## src/rtl/ttc_intr_arbiter16_if.sv

```systemverilog
// ttc_intr_arbiter16_if
//  Bundles the arbiter's counter-side and software-side signals.
//  master : drives arb_en, cnt_intr_reg, vec_rd, err_clr (interrupt logic / CPU side)
//  slave  : the arbiter; drives clear_interrupt, irq, vec_valid, vec_cnt,
//           vec_status, busy, timeout_err
interface ttc_intr_arbiter16_if #(
  parameter int NUM_CNT = 3
);
  logic                 arb_en;
  logic [6*NUM_CNT-1:0] cnt_intr_reg;
  logic                 vec_rd;
  logic                 err_clr;
  logic [NUM_CNT-1:0]   clear_interrupt;
  logic                 irq;
  logic                 vec_valid;
  logic [1:0]           vec_cnt;
  logic [5:0]           vec_status;
  logic                 busy;
  logic                 timeout_err;

  modport master (
    output arb_en, cnt_intr_reg, vec_rd, err_clr,
    input  clear_interrupt, irq, vec_valid, vec_cnt, vec_status, busy, timeout_err
  );

  modport slave (
    input  arb_en, cnt_intr_reg, vec_rd, err_clr,
    output clear_interrupt, irq, vec_valid, vec_cnt, vec_status, busy, timeout_err
  );
endinterface

```

## src/rtl/ttc_intr_arbiter16.sv

```systemverilog
// ttc_intr_arbiter16
//  Round-robin interrupt arbiter for up to four timer-counter interrupt blocks.
//  A pending counter is granted, its 6-bit interrupt register is snapshotted
//  into vec_status, irq is held until software reads the vector (vec_rd), then
//  the counter gets a one-cycle clear_interrupt pulse followed by a holdoff.
//  Ports:
//   pclk16      clock, rising edge
//   n_p_reset16 asynchronous active-low reset
//   arb         slave modport of ttc_intr_arbiter16_if (all bus signals)
//  All outputs are registered.
module ttc_intr_arbiter16 #(
  parameter int NUM_CNT     = 3,
  parameter int HOLDOFF     = 2,
  parameter int ACK_TIMEOUT = 0
) (
  input  logic                       pclk16,
  input  logic                       n_p_reset16,
  ttc_intr_arbiter16_if.slave        arb
);

  typedef enum logic [1:0] {
    ST_IDLE  = 2'd0,
    ST_PEND  = 2'd1,
    ST_CLEAR = 2'd2,
    ST_HOLD  = 2'd3
  } state_t;

  localparam logic [3:0]  HOLD_LAST   = 4'(HOLDOFF - 1);
  localparam logic [15:0] TIMEOUT_VAL = 16'(ACK_TIMEOUT);
  localparam logic [1:0]  LAST_RST    = 2'(NUM_CNT - 1);

  state_t               state_r, state_nxt_s;
  logic [1:0]           last_grant_r;
  logic [3:0]           hold_cnt_r;
  logic [15:0]          to_cnt_r, to_nxt_s;
  logic                 to_hit_s;
  logic [3:0]           req_s;
  logic [1:0]           cand_s, pick_s;
  logic                 found_s;
  logic [5:0]           pick_stat_s;
  logic [NUM_CNT-1:0]   clear_nxt_s;
  logic                 irq_r, vec_valid_r, busy_r, timeout_err_r;
  logic [1:0]           vec_cnt_r;
  logic [5:0]           vec_status_r;
  logic [NUM_CNT-1:0]   clear_r;

  // Per-counter request: any interrupt bit set. Unused upper slots stay 0.
  always_comb begin
    req_s = 4'd0;
    for (int k = 0; k < NUM_CNT; k++) begin
      req_s[k] = |arb.cnt_intr_reg[6*k +: 6];
    end
  end

  // Round-robin pick: first requester after last_grant, wrapping at NUM_CNT.
  // Only consulted in IDLE, so the held-off counter (and everyone else) is
  // implicitly masked for the whole of HOLD.
  always_comb begin
    found_s     = 1'b0;
    pick_s      = 2'd0;
    cand_s      = 2'd0;
    pick_stat_s = 6'd0;
    for (int i = 1; i <= NUM_CNT; i++) begin
      cand_s = 2'((32'(last_grant_r) + i) % NUM_CNT);
      if (!found_s && req_s[cand_s]) begin
        found_s = 1'b1;
        pick_s  = cand_s;
      end else begin
        found_s = found_s;
      end
    end
    for (int k = 0; k < NUM_CNT; k++) begin
      if (pick_s == 2'(k)) begin
        pick_stat_s = arb.cnt_intr_reg[6*k +: 6];
      end else begin
        pick_stat_s = pick_stat_s;
      end
    end
  end

  // Next-state logic.
  always_comb begin
    state_nxt_s = state_r;
    case (state_r)
      ST_IDLE: begin
        if (arb.arb_en && found_s) state_nxt_s = ST_PEND;
        else                       state_nxt_s = ST_IDLE;
      end
      ST_PEND: begin
        if (arb.vec_rd) state_nxt_s = ST_CLEAR;
        else            state_nxt_s = ST_PEND;
      end
      ST_CLEAR: state_nxt_s = ST_HOLD;
      ST_HOLD: begin
        if (hold_cnt_r == HOLD_LAST) state_nxt_s = ST_IDLE;
        else                         state_nxt_s = ST_HOLD;
      end
      default: state_nxt_s = ST_IDLE;
    endcase
  end

  // Ack timer: to_cnt_r holds the 1-based index of the current PEND cycle,
  // so the error flag lands exactly on PEND cycle ACK_TIMEOUT.
  always_comb begin
    if (state_r != ST_PEND) begin
      to_nxt_s = 16'd1;
    end else if (to_cnt_r == 16'hFFFF) begin
      to_nxt_s = to_cnt_r;
    end else begin
      to_nxt_s = to_cnt_r + 16'd1;
    end
    to_hit_s = (TIMEOUT_VAL != 16'd0) && (state_nxt_s == ST_PEND) &&
               (to_nxt_s == TIMEOUT_VAL);
  end

  // Clear pulse goes to the counter whose vector was just acknowledged.
  always_comb begin
    clear_nxt_s = '0;
    for (int k = 0; k < NUM_CNT; k++) begin
      clear_nxt_s[k] = (state_nxt_s == ST_CLEAR) && (vec_cnt_r == 2'(k));
    end
  end

  // State, timers and registered outputs.
  always_ff @(posedge pclk16 or negedge n_p_reset16) begin
    if (!n_p_reset16) begin
      state_r       <= ST_IDLE;
      last_grant_r  <= LAST_RST;
      hold_cnt_r    <= 4'd0;
      to_cnt_r      <= 16'd0;
      irq_r         <= 1'b0;
      vec_valid_r   <= 1'b0;
      busy_r        <= 1'b0;
      timeout_err_r <= 1'b0;
      vec_cnt_r     <= 2'd0;
      vec_status_r  <= 6'd0;
      clear_r       <= '0;
    end else begin
      state_r     <= state_nxt_s;
      irq_r       <= (state_nxt_s == ST_PEND);
      vec_valid_r <= (state_nxt_s == ST_PEND);
      busy_r      <= (state_nxt_s != ST_IDLE);
      clear_r     <= clear_nxt_s;
      to_cnt_r    <= (state_nxt_s == ST_PEND) ? to_nxt_s : 16'd0;
      if (state_r == ST_IDLE && state_nxt_s == ST_PEND) begin
        vec_cnt_r    <= pick_s;
        vec_status_r <= pick_stat_s;
      end
      if (state_r == ST_PEND && arb.vec_rd) begin
        last_grant_r <= vec_cnt_r;
      end
      if (state_r == ST_HOLD) hold_cnt_r <= hold_cnt_r + 4'd1;
      else                    hold_cnt_r <= 4'd0;
      // A new timeout outranks a simultaneous clear request.
      if (to_hit_s)         timeout_err_r <= 1'b1;
      else if (arb.err_clr) timeout_err_r <= 1'b0;
    end
  end

  assign arb.clear_interrupt = clear_r;
  assign arb.irq             = irq_r;
  assign arb.vec_valid       = vec_valid_r;
  assign arb.vec_cnt         = vec_cnt_r;
  assign arb.vec_status      = vec_status_r;
  assign arb.busy            = busy_r;
  assign arb.timeout_err     = timeout_err_r;

endmodule

```

## src/flat_wrapper.sv

```systemverilog
// flat-port wrapper written by rule: the top's interface ports become plain ports
module ttc_intr_arbiter16_flat 
#(
  parameter int NUM_CNT     = 3,
  parameter int HOLDOFF     = 2,
  parameter int ACK_TIMEOUT = 0
)
  (pclk16, n_p_reset16, arb_arb_en, arb_cnt_intr_reg, arb_vec_rd, arb_err_clr, arb_clear_interrupt, arb_irq, arb_vec_valid, arb_vec_cnt, arb_vec_status, arb_busy, arb_timeout_err);
  ttc_intr_arbiter16_if #(.NUM_CNT(NUM_CNT)) arb_i ();
  input  logic pclk16;
  input  logic n_p_reset16;
  input wire logic [$bits(arb_i.arb_en)-1:0] arb_arb_en;
  input wire logic [$bits(arb_i.cnt_intr_reg)-1:0] arb_cnt_intr_reg;
  input wire logic [$bits(arb_i.vec_rd)-1:0] arb_vec_rd;
  input wire logic [$bits(arb_i.err_clr)-1:0] arb_err_clr;
  output wire logic [$bits(arb_i.clear_interrupt)-1:0] arb_clear_interrupt;
  output wire logic [$bits(arb_i.irq)-1:0] arb_irq;
  output wire logic [$bits(arb_i.vec_valid)-1:0] arb_vec_valid;
  output wire logic [$bits(arb_i.vec_cnt)-1:0] arb_vec_cnt;
  output wire logic [$bits(arb_i.vec_status)-1:0] arb_vec_status;
  output wire logic [$bits(arb_i.busy)-1:0] arb_busy;
  output wire logic [$bits(arb_i.timeout_err)-1:0] arb_timeout_err;
  assign arb_i.arb_en = arb_arb_en;
  assign arb_i.cnt_intr_reg = arb_cnt_intr_reg;
  assign arb_i.vec_rd = arb_vec_rd;
  assign arb_i.err_clr = arb_err_clr;
  assign arb_clear_interrupt = arb_i.clear_interrupt;
  assign arb_irq = arb_i.irq;
  assign arb_vec_valid = arb_i.vec_valid;
  assign arb_vec_cnt = arb_i.vec_cnt;
  assign arb_vec_status = arb_i.vec_status;
  assign arb_busy = arb_i.busy;
  assign arb_timeout_err = arb_i.timeout_err;
  ttc_intr_arbiter16 #(.NUM_CNT(NUM_CNT), .HOLDOFF(HOLDOFF), .ACK_TIMEOUT(ACK_TIMEOUT)) u_core (.pclk16(pclk16), .n_p_reset16(n_p_reset16), .arb(arb_i));
endmodule
```

## config.mk

```make
export PLATFORM = sky130hd
export DESIGN_NAME = ttc_intr_arbiter16_flat
export DESIGN_NICKNAME = d
export VERILOG_FILES = /design/src/rtl/ttc_intr_arbiter16_if.sv /design/src/rtl/ttc_intr_arbiter16.sv /design/src/flat_wrapper.sv
export SDC_FILE = /design/constraint.sdc
export NUM_CORES = 1
export LEC_CHECK = 0
export CELL_PAD_IN_SITES_DETAIL_PLACEMENT = 1
export CELL_PAD_IN_SITES_GLOBAL_PLACEMENT = 1
export CORE_ASPECT_RATIO = 0.8
export CORE_MARGIN = 10
export CORE_UTILIZATION = 33
export DETAILED_ROUTE_END_ITERATION = 8
export PLACE_DENSITY = 0.81
export SKIP_LAST_GASP = 1
export SLEW_MARGIN = 20
export SYNTH_ARGS = -nofsm -noshare
export SYNTH_HDL_FRONTEND = slang
export SYNTH_SLANG_ARGS = --single-unit
```

## constraint.sdc

```tcl
create_clock -name pclk16 -period 2.4 [get_ports pclk16]
set_clock_uncertainty 0.2 [all_clocks]
set_input_delay 0.72 -clock pclk16 [delete_from_list [all_inputs] [get_ports pclk16]]
set_output_delay 0.72 -clock pclk16 [all_outputs]
set_load 0.02 [all_outputs]
```

# ---- Yosys cells after proc, flatten, opt, wreduce, memory -nomap -nowiden
# Index checks and enable logic that the tools add are counted.
# W data, S select, Z words.
dict set report totals {
  elab_cells 65
  reg_bits 21
  inputBits 23
  output_inout_bits 15
}
dict set report classes {
  order_cmp 3
  reduce_logical 17
  div_mod_pow 3
  n_eq_ne 10
  addsub 4
  n_mux 20
}
# cell n
set op_table {}
lappend op_table {{$mod A32 B2 Y32 const B} 3}
lappend op_table {{$mux W6} 3}
lappend op_table {{$reduce_or A6 Y1} 3}
lappend op_table {{$eq A2 B2 Y1 const B} 5}
lappend op_table {{$mux W2} 5}
lappend op_table {{$lt A2 B3 Y1 const B} 3}
lappend op_table {{$eq A2 B1 Y1 const B} 4}
lappend op_table {{$logic_and A1 B1 Y1} 8}
lappend op_table {{$pmux W2 S4} 1}
lappend op_table {{$mux W1} 7}
lappend op_table {{$add A2 B2 Y3 const B} 2}
lappend op_table {{$bmux W1 S2} 3}
lappend op_table {{$logic_not A2 Y1} 3}
lappend op_table {{$add A4 B1 Y4 const B} 1}
lappend op_table {{$eq A4 B1 Y1 const B} 1}
lappend op_table {{$mux W4} 1}
lappend op_table {{$add A2 B1 Y3 const B} 1}
lappend op_table {{$logic_not A1 Y1} 2}
lappend op_table {{$reduce_bool A2 Y1} 1}

# ---- Longest topological paths before layout
dict set report logic_depth {
  ltp_word 16
  depth_mapped 9
}

# ---- Least setup slack after synthesis
# No wires, ideal clock.
dict set report synth_path {
  kind {input to register}
  startpoint {input port arb_cnt_intr_reg[7]}
  endpoint {register u_core.vec_status_r[0], in the netlist u_core.arb.vec_status[0]}
  required_time_ps 2074
  cell_stages 7
  setup_time_ps 126
  setup_slack_ps -150
  arrival_time_ps 2224
  path_buffers 1
  path_cell_list {nor4_4 a21boi_2 a221oi_4 and3b_1 buf_6 nor2_1 o32a_1}
}
dict set report synth_via {
  elab_chain_cells 15
  elab_cells_between_ends 28
  cone_classes {3 x eq/ne; 17 x mux; 8 x reduce/logical}
}
# item line_no
set synth_lines {}
lappend synth_lines {{start: declaration} flat_wrapper.sv:13} ;# input wire logic [$bits(arb_i.cnt_intr_reg)-1:0] arb_cnt_intr_reg;
lappend synth_lines {{$reduce_or A6 Y1 (*)} ttc_intr_arbiter16.sv:51} ;# req_s[k] = |arb.cnt_intr_reg[6*k +: 6];
lappend synth_lines {{$bmux W1 S2} ttc_intr_arbiter16.sv:65} ;# if (!found_s && req_s[cand_s]) begin
lappend synth_lines {{$mux W1 (implied by the code)} ttc_intr_arbiter16.sv:65}
lappend synth_lines {{$mux W1} ttc_intr_arbiter16.sv:65}
lappend synth_lines {{$logic_not A1 Y1} ttc_intr_arbiter16.sv:65}
lappend synth_lines {{$logic_and A1 B1 Y1} ttc_intr_arbiter16.sv:65}
lappend synth_lines {{$mux W1} ttc_intr_arbiter16.sv:65}
lappend synth_lines {{$logic_not A1 Y1} ttc_intr_arbiter16.sv:65}
lappend synth_lines {{$logic_and A1 B1 Y1} ttc_intr_arbiter16.sv:65}
lappend synth_lines {{$mux W1} ttc_intr_arbiter16.sv:65}
lappend synth_lines {{$logic_and A1 B1 Y1} ttc_intr_arbiter16.sv:86} ;# if (arb.arb_en && found_s) state_nxt_s = ST_PEND;
lappend synth_lines {{$mux W1} ttc_intr_arbiter16.sv:86}
lappend synth_lines {{$pmux W2 S4} ttc_intr_arbiter16.sv:84} ;# case (state_r)
lappend synth_lines {{$eq A2 B1 Y1} ttc_intr_arbiter16.sv:145} ;# if (state_r == ST_IDLE && state_nxt_s == ST_PEND) begin
lappend synth_lines {{$logic_and A1 B1 Y1} ttc_intr_arbiter16.sv:145}
lappend synth_lines {{end signal: assignment} ttc_intr_arbiter16.sv:147} ;# vec_status_r <= pick_stat_s;
lappend synth_lines {{end: declaration} ttc_intr_arbiter16.sv:44} ;# logic [5:0] vec_status_r;
# Every way passes the cells marked *; elsewhere a longest branch is shown, timed or not. The select of a mux whose other input is x is not followed.
# A chain may end at the register's enable or synchronous reset.

# ---- Final worst setup path
dict set report layout_path {
  startpoint {input port arb_cnt_intr_reg[8]}
  endpoint {register u_core.vec_status_r[5], in the netlist u_core.arb.vec_status[5]}
}
# Same word-level chain as after synthesis.

==> flow_metrics.tcl <==
set metrics [dict create \
    status "finished, violations left" \
    failed_checks "setup timing" \
    cts_buffer_depth 2 \
    stdcell_count 304 \
    initial_core_util_pct 35.2 \
    max_freq_ghz 0.380 \
    hold_path_class "reg2reg" \
    register_area_sq_um 529 \
    min_period_over_period_pct 110 \
    holdWs_ns 0.321 \
    grt-ovfl-total 0 \
    max_cap_violations 0 \
    clk_pin_slew_ns 0.08 \
    root_buffer "clkbuf_8" \
    setup_slack_ns -0.229 \
    area_delta_synth_final_pct 72.7 \
    synth_top_area_share_pct 32.9 \
    htreeDepth 1 \
    period_minus_slack_ns 2.63 \
    dp.cells 286 \
    antennaDiodeCount 0 \
    nets 277 \
    die_x_microns 95.9 \
    grt_pass1_wl_microns 10800 \
    required_ns 2.40 \
    power.density_mw_per_mm2 1420 \
    antenna_found_initial 0 \
    worst_r2r_path_depth 10 \
    routabilityCongestion 0.879 \
    cp.arrival_ns 2.63 \
    r2r_setup_slack_ns -0.12 \
    holdPathStages 1 \
    yosysTopAreaCell "dfrtp_1" \
    dp_slack_ns -0.987 \
    vdd_drop_max_v 0.000663 \
    async_reset_ff_share_pct 100 \
    min_from "u_core.arb.vec_status[3]" \
    synth_nets 187 \
    timing.rr.end "u_core.arb.vec_status[0]" \
    numPortBuffers 35 \
    syn_area_sq_mm 0.00152 \
    synthTopCellsByArea "dfrtp_1 33%, o211ai_1 5.9%, nor2_1 5.4%" \
    grt_pass1_vias 1854 \
    vias_per_cell 5.81 \
    multi_input_area_sq_mm 0.00115 \
    hold_viol 0 \
    drcViolationCount 0 \
    place_area_sq_mm 0.00226 \
    cts_num_sinks 21 \
    final_layout_size_suffix_gt1_share_pct 49.0 \
    coreArea_sq_mm 0.00431 \
    finalPower_mw 3.72 \
    dieArea_sq_mm 0.00773 \
    cts_tree "yes" \
    critPathCaptureType "flop" \
    synth_edf_count 0 \
    rows 21 \
    numCtsBuffers 3 \
    yosysUniqueCellTypes 45 \
    synth_ff_type "dfrtp_1" \
    worst_setup_path_start_kind "primary input" \
    path_class "in2reg" \
    clk_latency_ns 0.26 \
    grt_max_degree 22 \
    via_count 1767 \
    r2r-start "u_core.last_grant_r[1]" \
    syn_inst 158 \
    fin_util_pct 60.9 \
    fillCellCount 468 \
    wire_per_inst_microns 24.4 \
    grt_use_total_pct 17.9 \
    syn_avg_cell_area_sq_um 9.61 \
    firstDrtPassIters 4 \
    drv_slew 0 \
    dp_hpwl_microns 4480 \
    hold_end "u_core.arb.vec_status[3]" \
    postLayoutCellArea_sq_mm 0.00262 \
    finalSetupTns_ns -1.43 \
    ys_ff_latch 21 \
    rsz0062_at_grt "yes" \
    routed_wirelength_microns 7420 \
    yosysWarnings 0 \
    synth_seq_area_share_pct 34.7 \
    pin_count 38 \
    leakagePower_nw 1.09 \
    setup_viol 13 \
    die_y_microns 80.7 \
    first_iter_violations 121 \
    ant_nets 0 \
    cp_max_fo 6 \
]
[sequential cells by signal, summed over array words and instances (netlist names)]
signal,cells
u_core.arb.busy,1
u_core.arb.clear_interrupt,3
u_core.arb.irq,1
u_core.arb.vec_cnt,2
u_core.arb.vec_status,6
u_core.hold_cnt_r,4
u_core.last_grant_r,2
u_core.state_r,2
[critical path, stage by stage]
cell      delay (ns)
buf_8           0.10
nor4_4          0.37
buf_4           0.19
buf_4           0.12
nand2_1         0.11
a221oi_2        0.28
buf_4           0.21
o211ai_1        0.16
mux2i_2         0.20
o22a_1          0.17
[kinds of logic after synthesis]
logic type               count (synthesis)  synth area share (%)
other                                    1                 0.247
AO/OA/AOI/OAI                           49                  27.2
flip-flops                              21                  34.7
XOR/XNOR                                 2                  1.15
AND/OR/NAND/NOR                         63                  24.3
multiplexers                             4                  2.80
adder cells (fa/ha/maj)                  6                  4.94
buffers and inverters                   12                  4.69
[Yosys cell counts, types with 3 or more instances]
library cell and count:
a21oi_1 11, a22oi_1 6, and3_1 6, buf_4 3, clkbuf_1 3, dfrtp_1 20, ha_1 6, inv_1 4
nand2_1 14, nor2_1 22, o211ai_1 12, o32a_1 5, or3b_2 3
[power breakdown]
group	total (mW)	internal [mW]	switching (mW)
sequential	0.659	0.504	0.156
combinational	2.82	1.32	1.51
clock	0.238	0.119	0.120
[layer usage]
metal,track usage (%),vias to the layer above,share of wire (%)
li1,-,778,-
met1,21.2,874,39
met2,31.4,82,50
met3,2.51,33,6.2
met4,7.94,0,4.8
met5,0,-,0
[worst max path at each step]
stage	to	cells after the start	start	slack, ns
2_1_floorplan	u_core.arb.vec_status[3]	7	arb_cnt_intr_reg[14]	-0.13
3_5_place_dp	u_core.arb.vec_status[5]	8	arb_cnt_intr_reg[5]	-0.99
6_report	u_core.arb.vec_status[5]	10	arb_cnt_intr_reg[8]	-0.23
4_1_cts	u_core.arb.vec_status[5]	9	arb_cnt_intr_reg[2]	-0.14
5_1_grt	u_core.arb.vec_status[5]	10	arb_cnt_intr_reg[8]	-0.31
3_3_place_gp	u_core.arb.vec_status[4]	8	arb_cnt_intr_reg[5]	-0.77
[layout make-up]
cell class | instances | share of cell area [%]
clock buffer | 4 | 1.72
inverter | 4 | 0.573
multi-input combinational | 126 | 43.8
sequential | 21 | 20.2
tap | 57 | 2.72
timing repair buffer | 92 | 31.0
[layout by cell type (no fill, tap or decap), types with 2 or more instances in the layout]
| cell | n |
|---|---|
| buf_4 | 52 |
| nor2_1 | 18 |
| dfrtp_1 | 18 |
| clkdlybuf4s50_1 | 17 |
| nand2_1 | 13 |
| o211ai_1 | 12 |
| a21oi_1 | 8 |
| dlygate4sd2_1 | 6 |
| buf_6 | 6 |
| and3_4 | 5 |
| o32a_1 | 5 |
| buf_2 | 5 |
| inv_1 | 4 |
| nor4_4 | 4 |
| nor2_4 | 4 |
| a22oi_1 | 4 |
| and3b_2 | 3 |
| a21oi_2 | 3 |
| a221oi_4 | 3 |
| or3b_2 | 3 |
| ha_2 | 3 |
| clkbuf_8 | 3 |
| nand2_2 | 2 |
| nor3b_1 | 2 |
| nand3b_1 | 2 |
| and3_1 | 2 |
| o22a_1 | 2 |
| a22oi_2 | 2 |
| mux2_2 | 2 |
| ha_1 | 2 |
| buf_8 | 2 |
| buf_12 | 2 |
| dfrtp_2 | 2 |
[timing repair]
action                     CTS  global route
setup endpoints to repair   13            15
cloned                       2             0
pin swaps                   15            15
hold buffers                 0             0
gates resized for setup     91            18
buffers inserted            11             2
Power figures use the tool's default switching activity.
